--- src/rtl/lz77_pkg.sv ---
// lz77_pkg: shared types and default sizing for the LZ77 search controller.
//   state_t  - controller FSM states
//   token_t  - emitted token {offset, match_len, char_nxt}
//   *_DEF    - default STR_LEN / SEARCH_SIZE / LA_SIZE
package lz77_pkg;

  localparam int unsigned STR_LEN_DEF     = 2048;
  localparam int unsigned SEARCH_SIZE_DEF = 9;
  localparam int unsigned LA_SIZE_DEF     = 8;

  typedef enum logic [2:0] {
    IDLE,
    SEARCH,
    EMIT,
    SHIFT,
    DONE
  } state_t;

  typedef struct packed {
    logic [3:0] offset;
    logic [2:0] match_len;
    logic [7:0] char_nxt;
  } token_t;

endpackage

--- src/rtl/lz77_best_match.sv ---
// lz77_best_match: best-match tracker for one search sweep.
//   clk, reset  - clock, synchronous active-high reset
//   clear       - zero the tracked best (start of a sweep)
//   update      - evaluate the candidate presented this cycle
//   last_idx    - candidate is the final offset of the sweep
//   ptr         - current string pointer
//   idx         - offset of the candidate
//   cmp_len     - raw comparator match length for idx
//   cmp_nxt     - character following that match
//   best_next   - best token including this cycle's candidate
//   sweep_end   - sweep may stop after this cycle
// Optional: LZ77_EARLY_TERM_EN ends the sweep once the best length equals
// the largest length still encodable at ptr.
module lz77_best_match
  import lz77_pkg::*;
#(
  parameter int unsigned STR_LEN = STR_LEN_DEF,
  parameter int unsigned LA_SIZE = LA_SIZE_DEF,
  parameter int unsigned PW      = $clog2(STR_LEN) + 1
) (
  input  logic          clk,
  input  logic          reset,
  input  logic          clear,
  input  logic          update,
  input  logic          last_idx,
  input  logic [PW-1:0] ptr,
  input  logic [3:0]    idx,
  input  logic [2:0]    cmp_len,
  input  logic [7:0]    cmp_nxt,
  output token_t        best_next,
  output logic          sweep_end
);

  // Wide enough for both ptr and a 4-bit offset.
  localparam int unsigned CW = (PW > 4) ? PW : 4;

  token_t        best_q;
  logic [CW-1:0] remain;
  logic [2:0]    limit;
  logic [2:0]    eff_len;
  logic          eligible;

  always_comb begin
    // The final string character must remain available as char_nxt.
    remain = CW'(STR_LEN - 1) - CW'(ptr);
    if (remain < CW'(LA_SIZE - 1)) begin
      limit = remain[2:0];
    end else begin
      limit = 3'(LA_SIZE - 1);
    end
    eff_len  = (cmp_len < limit) ? cmp_len : limit;
    eligible = CW'(idx) < CW'(ptr);

    best_next = best_q;
    if (update) begin
      // Offset 0 always supplies the look-ahead head for a literal token.
      if (idx == '0) begin
        best_next.char_nxt = cmp_nxt;
      end
      // Strict compare keeps the smallest offset on ties.
      if (eligible && (eff_len > best_q.match_len)) begin
        best_next.offset    = idx;
        best_next.match_len = eff_len;
        best_next.char_nxt  = cmp_nxt;
      end
    end

`ifdef LZ77_EARLY_TERM_EN
    sweep_end = last_idx || (best_next.match_len == limit);
`else
    sweep_end = last_idx;
`endif
  end

  always_ff @(posedge clk) begin
    if (reset || clear) begin
      best_q <= '0;
    end else begin
      best_q <= best_next;
    end
  end

endmodule

--- src/rtl/lz77_search_ctrl.sv ---
// lz77_search_ctrl: sequences the LZ77 match datapath. Sweeps search-window
// offsets, tracks the best match, emits one token, then commands the shift.
//   clk, reset   - clock, synchronous active-high reset
//   start        - begin encoding (accepted in IDLE only)
//   cmp_offset   - offset presented to the comparator datapath
//   cmp_len      - comparator match length for cmp_offset (same cycle)
//   cmp_nxt      - character following that match (same cycle)
//   shift_en     - one-cycle datapath advance strobe
//   shift_amt    - match_len+1 of the token just emitted (while shift_en)
//   busy/encode  - high in SEARCH, EMIT, SHIFT
//   valid        - one-cycle token strobe
//   finish       - high in DONE until reset
//   offset, match_len, char_nxt - token, held between valid pulses
// Optional: LZ77_EARLY_TERM_EN cuts the sweep short once the best match
// cannot be improved; token values are unchanged.
module lz77_search_ctrl
  import lz77_pkg::*;
#(
  parameter int unsigned STR_LEN     = STR_LEN_DEF,
  parameter int unsigned SEARCH_SIZE = SEARCH_SIZE_DEF,
  parameter int unsigned LA_SIZE     = LA_SIZE_DEF
) (
  input  logic       clk,
  input  logic       reset,
  input  logic       start,
  output logic [3:0] cmp_offset,
  input  logic [2:0] cmp_len,
  input  logic [7:0] cmp_nxt,
  output logic       shift_en,
  output logic [3:0] shift_amt,
  output logic       busy,
  output logic       valid,
  output logic       encode,
  output logic       finish,
  output logic [3:0] offset,
  output logic [2:0] match_len,
  output logic [7:0] char_nxt
);

  localparam int unsigned PW = $clog2(STR_LEN) + 1;

  state_t        state;
  state_t        state_nxt;
  logic [3:0]    idx;
  logic [PW-1:0] ptr;
  logic [PW-1:0] ptr_adv;
  token_t        tok;
  token_t        best_next;
  logic          clear;
  logic          update;
  logic          load_tok;
  logic          last_idx;
  logic          sweep_end;

  lz77_best_match #(
    .STR_LEN (STR_LEN),
    .LA_SIZE (LA_SIZE),
    .PW      (PW)
  ) u_best (
    .clk       (clk),
    .reset     (reset),
    .clear     (clear),
    .update    (update),
    .last_idx  (last_idx),
    .ptr       (ptr),
    .idx       (idx),
    .cmp_len   (cmp_len),
    .cmp_nxt   (cmp_nxt),
    .best_next (best_next),
    .sweep_end (sweep_end)
  );

  // Kept separate from the FSM block so the comparator path into
  // sweep_end does not loop back through the next-state logic.
  always_comb begin
    update   = (state == SEARCH);
    last_idx = (idx == 4'(SEARCH_SIZE - 1));
    ptr_adv  = ptr + PW'(tok.match_len) + PW'(1);
  end

  always_comb begin
    state_nxt = state;
    clear     = 1'b0;
    load_tok  = 1'b0;
    case (state)
      IDLE: begin
        if (start) begin
          state_nxt = SEARCH;
          clear     = 1'b1;
        end
      end
      SEARCH: begin
        // Capture the final best (including this cycle) so EMIT presents it.
        if (sweep_end) begin
          state_nxt = EMIT;
          load_tok  = 1'b1;
        end
      end
      EMIT: state_nxt = SHIFT;
      SHIFT: begin
        if (ptr_adv >= PW'(STR_LEN)) begin
          state_nxt = DONE;
        end else begin
          state_nxt = SEARCH;
          clear     = 1'b1;
        end
      end
      DONE:    state_nxt = DONE;
      default: state_nxt = IDLE;
    endcase
  end

  always_ff @(posedge clk) begin
    if (reset) begin
      state <= IDLE;
      idx   <= '0;
      ptr   <= '0;
      tok   <= '0;
    end else begin
      state <= state_nxt;
      if (clear) begin
        idx <= '0;
      end else if (state == SEARCH) begin
        idx <= idx + 4'd1;
      end
      if ((state == IDLE) && start) begin
        ptr <= '0;
      end else if (state == SHIFT) begin
        ptr <= ptr_adv;
      end
      if (load_tok) begin
        tok <= best_next;
      end
    end
  end

  always_comb begin
    busy       = (state == SEARCH) || (state == EMIT) || (state == SHIFT);
    encode     = busy;
    valid      = (state == EMIT);
    shift_en   = (state == SHIFT);
    shift_amt  = shift_en ? ({1'b0, tok.match_len} + 4'd1) : '0;
    finish     = (state == DONE);
    cmp_offset = (state == SEARCH) ? idx : '0;
    offset     = tok.offset;
    match_len  = tok.match_len;
    char_nxt   = tok.char_nxt;
  end

endmodule

--- config.mk ---
export PLATFORM = sky130hd
export DESIGN_NAME = lz77_search_ctrl
export DESIGN_NICKNAME = d
export VERILOG_FILES = /design/src/rtl/lz77_pkg.sv /design/src/rtl/lz77_best_match.sv /design/src/rtl/lz77_search_ctrl.sv
export SDC_FILE = /design/constraint.sdc
export NUM_CORES = 1
export LEC_CHECK = 0
export ABC_AREA = 1
export ABC_CLOCK_PERIOD_IN_PS = 3600
export CAP_MARGIN = 10
export CORE_ASPECT_RATIO = 1.2
export CORE_MARGIN = 5
export CORE_UTILIZATION = 30
export CTS_CLUSTER_DIAMETER = 150
export CTS_CLUSTER_SIZE = 16
export DETAILED_ROUTE_END_ITERATION = 10
export SETUP_SLACK_MARGIN = 0.05
export SYNTH_ARGS = -nofsm -noshare
export SYNTH_HDL_FRONTEND = slang
export SYNTH_HIERARCHICAL = 1
export SYNTH_SLANG_ARGS = --single-unit
--- constraint.sdc ---
create_clock -name clk -period 3.6 [get_ports clk]
set_clock_uncertainty 0.05 [all_clocks]
set_input_delay 0.72 -clock clk [delete_from_list [all_inputs] [get_ports clk]]
set_output_delay 0.72 -clock clk [all_outputs]
set_load 0.05 [all_outputs]
# --- Word level (Yosys, flattened, before mapping) ---
# Index checks and enable logic that the tools add are counted.
classes:
  reduce_logical: 10
  n_lt_le_gt_ge: 5
  eq_ne: 7
  addsub: 5
  n_mux: 16
ops:
  columns: ["cell", "count"]
  rows:
  - ["15-bit 2-to-1 mux", 2]
  - ["3-bit 2-to-1 mux", 5]
  - ["3-bit one-hot mux with 5 select lines", 1]
  - ["12-bit by 1-bit adder with 12-bit output, second input constant", 1]
  - ["12-bit by 3-bit adder with 12-bit output", 1]
  - ["12-bit >= comparator, second input constant", 1]
  - ["12-bit by 3-bit less-than comparator with 1-bit output, second input constant", 1]
  - ["4-bit by 12-bit less-than comparator with 1-bit output", 1]
  - ["11-bit by 12-bit subtractor with 12-bit output, first input constant", 1]
  - ["4-bit 2-to-1 mux", 2]
  - ["8-bit 2-to-1 mux", 1]
  - ["3-bit by 2-bit equality test with 1-bit output, second input constant", 2]
  - ["3-bit by 1-bit adder with 4-bit output, second input constant", 1]
  - ["4-bit by 1-bit adder with 4-bit output, second input constant", 1]
  - ["4-bit equality test, second input constant", 1]
  - ["4-bit zero test", 1]
  - ["1-bit 2-to-1 mux", 4]
  - ["2-bit inequality test, second input constant", 2]
  - ["2-bit OR reduction", 2]
  - ["3-bit by 1-bit equality test with 1-bit output, second input constant", 1]
  - ["3-bit equality test, second input constant", 1]
  - ["3-bit > comparator", 1]
  - ["3-bit zero test", 1]
  - ["1-bit logical OR", 3]
  - ["4 further kinds", 5]
totals:
  output_inout_bits: 28
  register_bits: 49
  inputBits: 14
  word_cells: 52

# --- Logic depth before layout (Yosys ltp) ---
depth:
  ltp_word: 9
  depth_mapped: 24
  ltp_nobuf: 23

# --- Modules after synthesis ---
# The synthesis kept the hierarchy.
modules_own_cells:
  columns: ["module", "cells_each", "area_each_um2", "seq_area_each_um2", "n_inst"]
  rows:
  - ["lz77_search_ctrl", 236, 1661.6, 680.7, 1]
  - ["lz77_best_match", 153, 1046.0, 300.3, 1]

# --- Worst setup path before layout ---
# No wires, ideal clock.
synth_path:
  path_type: "register -> register"
  start: "reg ptr[8]"
  end: "reg tok (netlist bit match_len[2])"
  path_stages_with_launch: 24
  setup_time_ns: 0.116
  path_buffers: 1
  arrival_time_ns: 2.798
  required_time_ns: 3.434
  synth_period_minus_slack_ns: 2.964
  path_slack_ns: 0.636
  cell_sequence: "dfxtp_1 -> nand2_1 -> inv_1 -> nand2_1 -> nor2_2 -> nand2_1 -> nor2_1 -> inv_1 -> ha_1 -> inv_1 -> a21oi_1 -> nand2_1 -> nand2_1 -> nand2_1 -> ha_1 -> nand2_1 -> o21ai_1 -> nand3_1 -> a21o_1 -> buf_6 -> o21ai_0 -> inv_1 -> o21ai_0 -> nor2_1"
synth_lines:
  columns: ["item", "line", "source"]
  rows:
  - ["start: declaration", "lz77_search_ctrl.sv:45", "logic [PW-1:0] ptr;"]
  - ["start signal: assignment", "lz77_search_ctrl.sv:129", "ptr <= ptr_adv;"]
  - ["end signal: assignment", "lz77_search_ctrl.sv:132", "tok <= best_next;"]
  - ["end: declaration", "lz77_search_ctrl.sv:47", "token_t tok;"]

==> impl_metrics.toml <==
[power_and_ir_drop]
pwr_density_cell_mw_per_mm2 = 343
vdd_ir_drop_max_uv = 178
p_leak_nw = 1.44
p_total_w = 0.00115

[global_route]
first_global_vias = 2428
grt_remaining_overflow = 0
grt_pass1_wl_um = 10900
grt_max_degree = 21
antenna_found_initial = 0
grt_usage_pct = 11.8

[worst_setup_path]
max_stage_delay_ns = 0.42
slowest_stage = "dfxtp_1"
crit_family = "compound AO/OA/AOI/OAI gates"
cp_data_arrival_time_ns = 3.37
cp.required_ns = 3.75
worst-path-buf-inv = 4
crit_path_end_kind = "flop"
critical_path.cell_chain = "nor2_1 > a21oi_2 > nand2_1 > nor2_2 > inv_1 > ha_1 > inv_1 > a21oi_2 > nand2_1 > nand2_1 > nand2_1 > ha_1 > nand2_1 > o21ai_1 > nand3_1 > a21o_1 > buf_12 > o21ai_1 > inv_1 > o21ai_0 > nor2_1"
startpoint_type = "flop"
crit_path_frequent_cell = "nand2_1"
crit_type = "reg -> reg"
path_max_fanout = 20

[clock_network]
clk_pin_slew_ns = 0.10
cts-root-buf = "clkbuf_8"
cts-htree-levels = 2
cts_buffer_depth = 2
cts_buffers = 5
cts_tree = "yes"
cts_sinks = 49
postCtsHoldBufs = 0
cts_resized = 0
post-cts-setup-buffer-count = 0
clock_latency_ns = 0.30

[yosys]
yosysWarnings = 6
syn-instance-count = 389
synthArstFlopShare_pct = 0
synth_edf_count = 0
synth_nets = 419
synth_seq_cells = 49
syn_area_mm2 = 0.00271
yosysSeqAreaShare_pct = 36.2
synth_ff_type = "dfxtp_1"
postSynthAreaPerCell_um2 = 6.96
synth_cell_types = 34

[cells_and_area]
fin_util_pct = 37.5
nets = 458
fillCellCount = 957
area_delta_synth_final_pct = 23.8
layout_common_cells = "nand2_1 (69), nor2_1 (66), inv_1 (53)"
diodes = 0
drive_gt1_share_pct = 12.1
layout_commonest_cell = "nand2_1"

[sta]
layout_setup_ws_ns = 0.381
setup_viol = 0
worst_pin_slew_ns = 0.524
tns_ns = 0
finalMaxSlewViolations = 0
finalHoldViolations = 0
maxSlewHeadroom_pct = 65.0
rsz0062_at_grt = "false"
min_period_ns = 3.22
fmax_mhz = 311
finalCritPeriodShare_pct = 89.4

[route]
drt-total-wl_um = 6390
drtIter0Drc = 98
routedWlPerCell_um = 11.6
drtPass1Iterations = 4
drtAntennaViolNets = 0
drc = 0
drt-vias-per-instance = 4.40
vias = 2415

[die]
coreArea_mm2 = 0.00894
dieArea_mm2 = 0.0110
rows = 38
die_h_um = 114
initial_utilization_pct = 30.3
dieWidth_um = 96.7
ioPinCount = 42

[place]
hpwl_um = 4800
io_buffers = 41
place_ws_ns = 0.0369
gp_congestion = 0.838

[hold_path]
hold_path_class = "reg -> reg"

[job]
maxCapViolations = 0

[status]
outcome = "finished clean"
[metrics by stage]
stage / instance area (um^2) / std cells / hold WS (ns)
2_1_floorplan: 2710 / 389 / 0.421
3_3_place_gp: 3220 / 541 / 0.424
3_5_place_dp: 3220 / 541 / 0.426
4_1_cts: 3340 / 549 / 0.451
5_1_grt: 3350 / 549 / 0.469
6_report: 3350 / 549 / 0.448
[worst paths after layout]
path | startpoint | to | slack [ns] | cells past startpoint
min | u_best/best_q[7] | u_best/best_q[7] | 0.45 | 2
max reg2reg | ptr[0] | offset[3] | 0.38 | 21
max | ptr[0] | offset[3] | 0.38 | 21
min reg2reg | u_best/best_q[7] | u_best/best_q[7] | 0.45 | 2
[state kept, by name, summed over array words and instances, names as in the netlist]
signal and flops:
char_nxt 8, ptr 12, u_best/best_q 15, offset 4, idx 4, match_len 3, state 3
[area by class of cell]
type                    instances  area (um^2)  share of cell area, %
flip-flops and latches         49          992                   29.6
well taps                     120          150                   4.48
repair buffers                 42          430                   12.8
clock buffers                   6         82.6                   2.46
inverters                      57          216                   6.46
multi-input cells             273         1440                   43.1
clock inverters                 2         37.5                   1.12
[logic make-up (layout without fill, tap and decap cells)]
kind of cell    count (synthesis)  in the layout  share of synthesized area, %
buf+inv                        67            107                          10.7
flops                          49             49                          36.2
compound gates                 55             55                          10.8
fa+ha+maj                      16             16                          7.67
xor+xnor                        5              5                          1.62
simple gates                  197            197                          33.0
[Yosys cell counts (2+ instances only)]
library cell  count  share of area, %
ha_1             15               6.9
o21ai_1           3              0.55
nand2_1          69               9.6
inv_2             3              0.42
or2_2             4              0.92
o21ai_0          23               4.3
nand2_2          11               2.5
inv_1            53               7.3
nor2_1           67               9.3
buf_4             3              0.83
clkbuf_1          3              0.42
nand2_4           2              0.83
nand3_1          30               5.5
a21oi_2           4               1.3
nor2_2            2              0.46
nor3_1            3              0.55
buf_6             3               1.2
dfxtp_1          49                36
a21oi_1          24               4.4
xor2_1            4               1.3
[per-layer routing]
metal | global-route usage, % | vias up | part of all wire, %
li1 | - | 1296 | -
met1 | 13.6 | 1076 | 46
met2 | 21.8 | 39 | 50
met3 | 2.38 | 4 | 3.2
met4 | 3.65 | 0 | 0.86
met5 | 0 | - | 0
[worst min-delay path, cell delays in order (launching register included)]
cell and delay (ns):
dfxtp_1 0.31, nand3_1 0.09, a21oi_1 0.06
[power breakdown]
group / internal, W / leakage [nW] / total (W) / switching (W)
Sequential: 0.000552 / 0.400 / 0.000559 / 0.00000650
Clock: 0.000226 / 0.0574 / 0.000421 / 0.000195
Combinational: 0.0000598 / 0.978 / 0.000171 / 0.000112
Total: 0.000838 / 1.44 / 0.00115 / 0.000313
(Power assumes the default switching activity.)
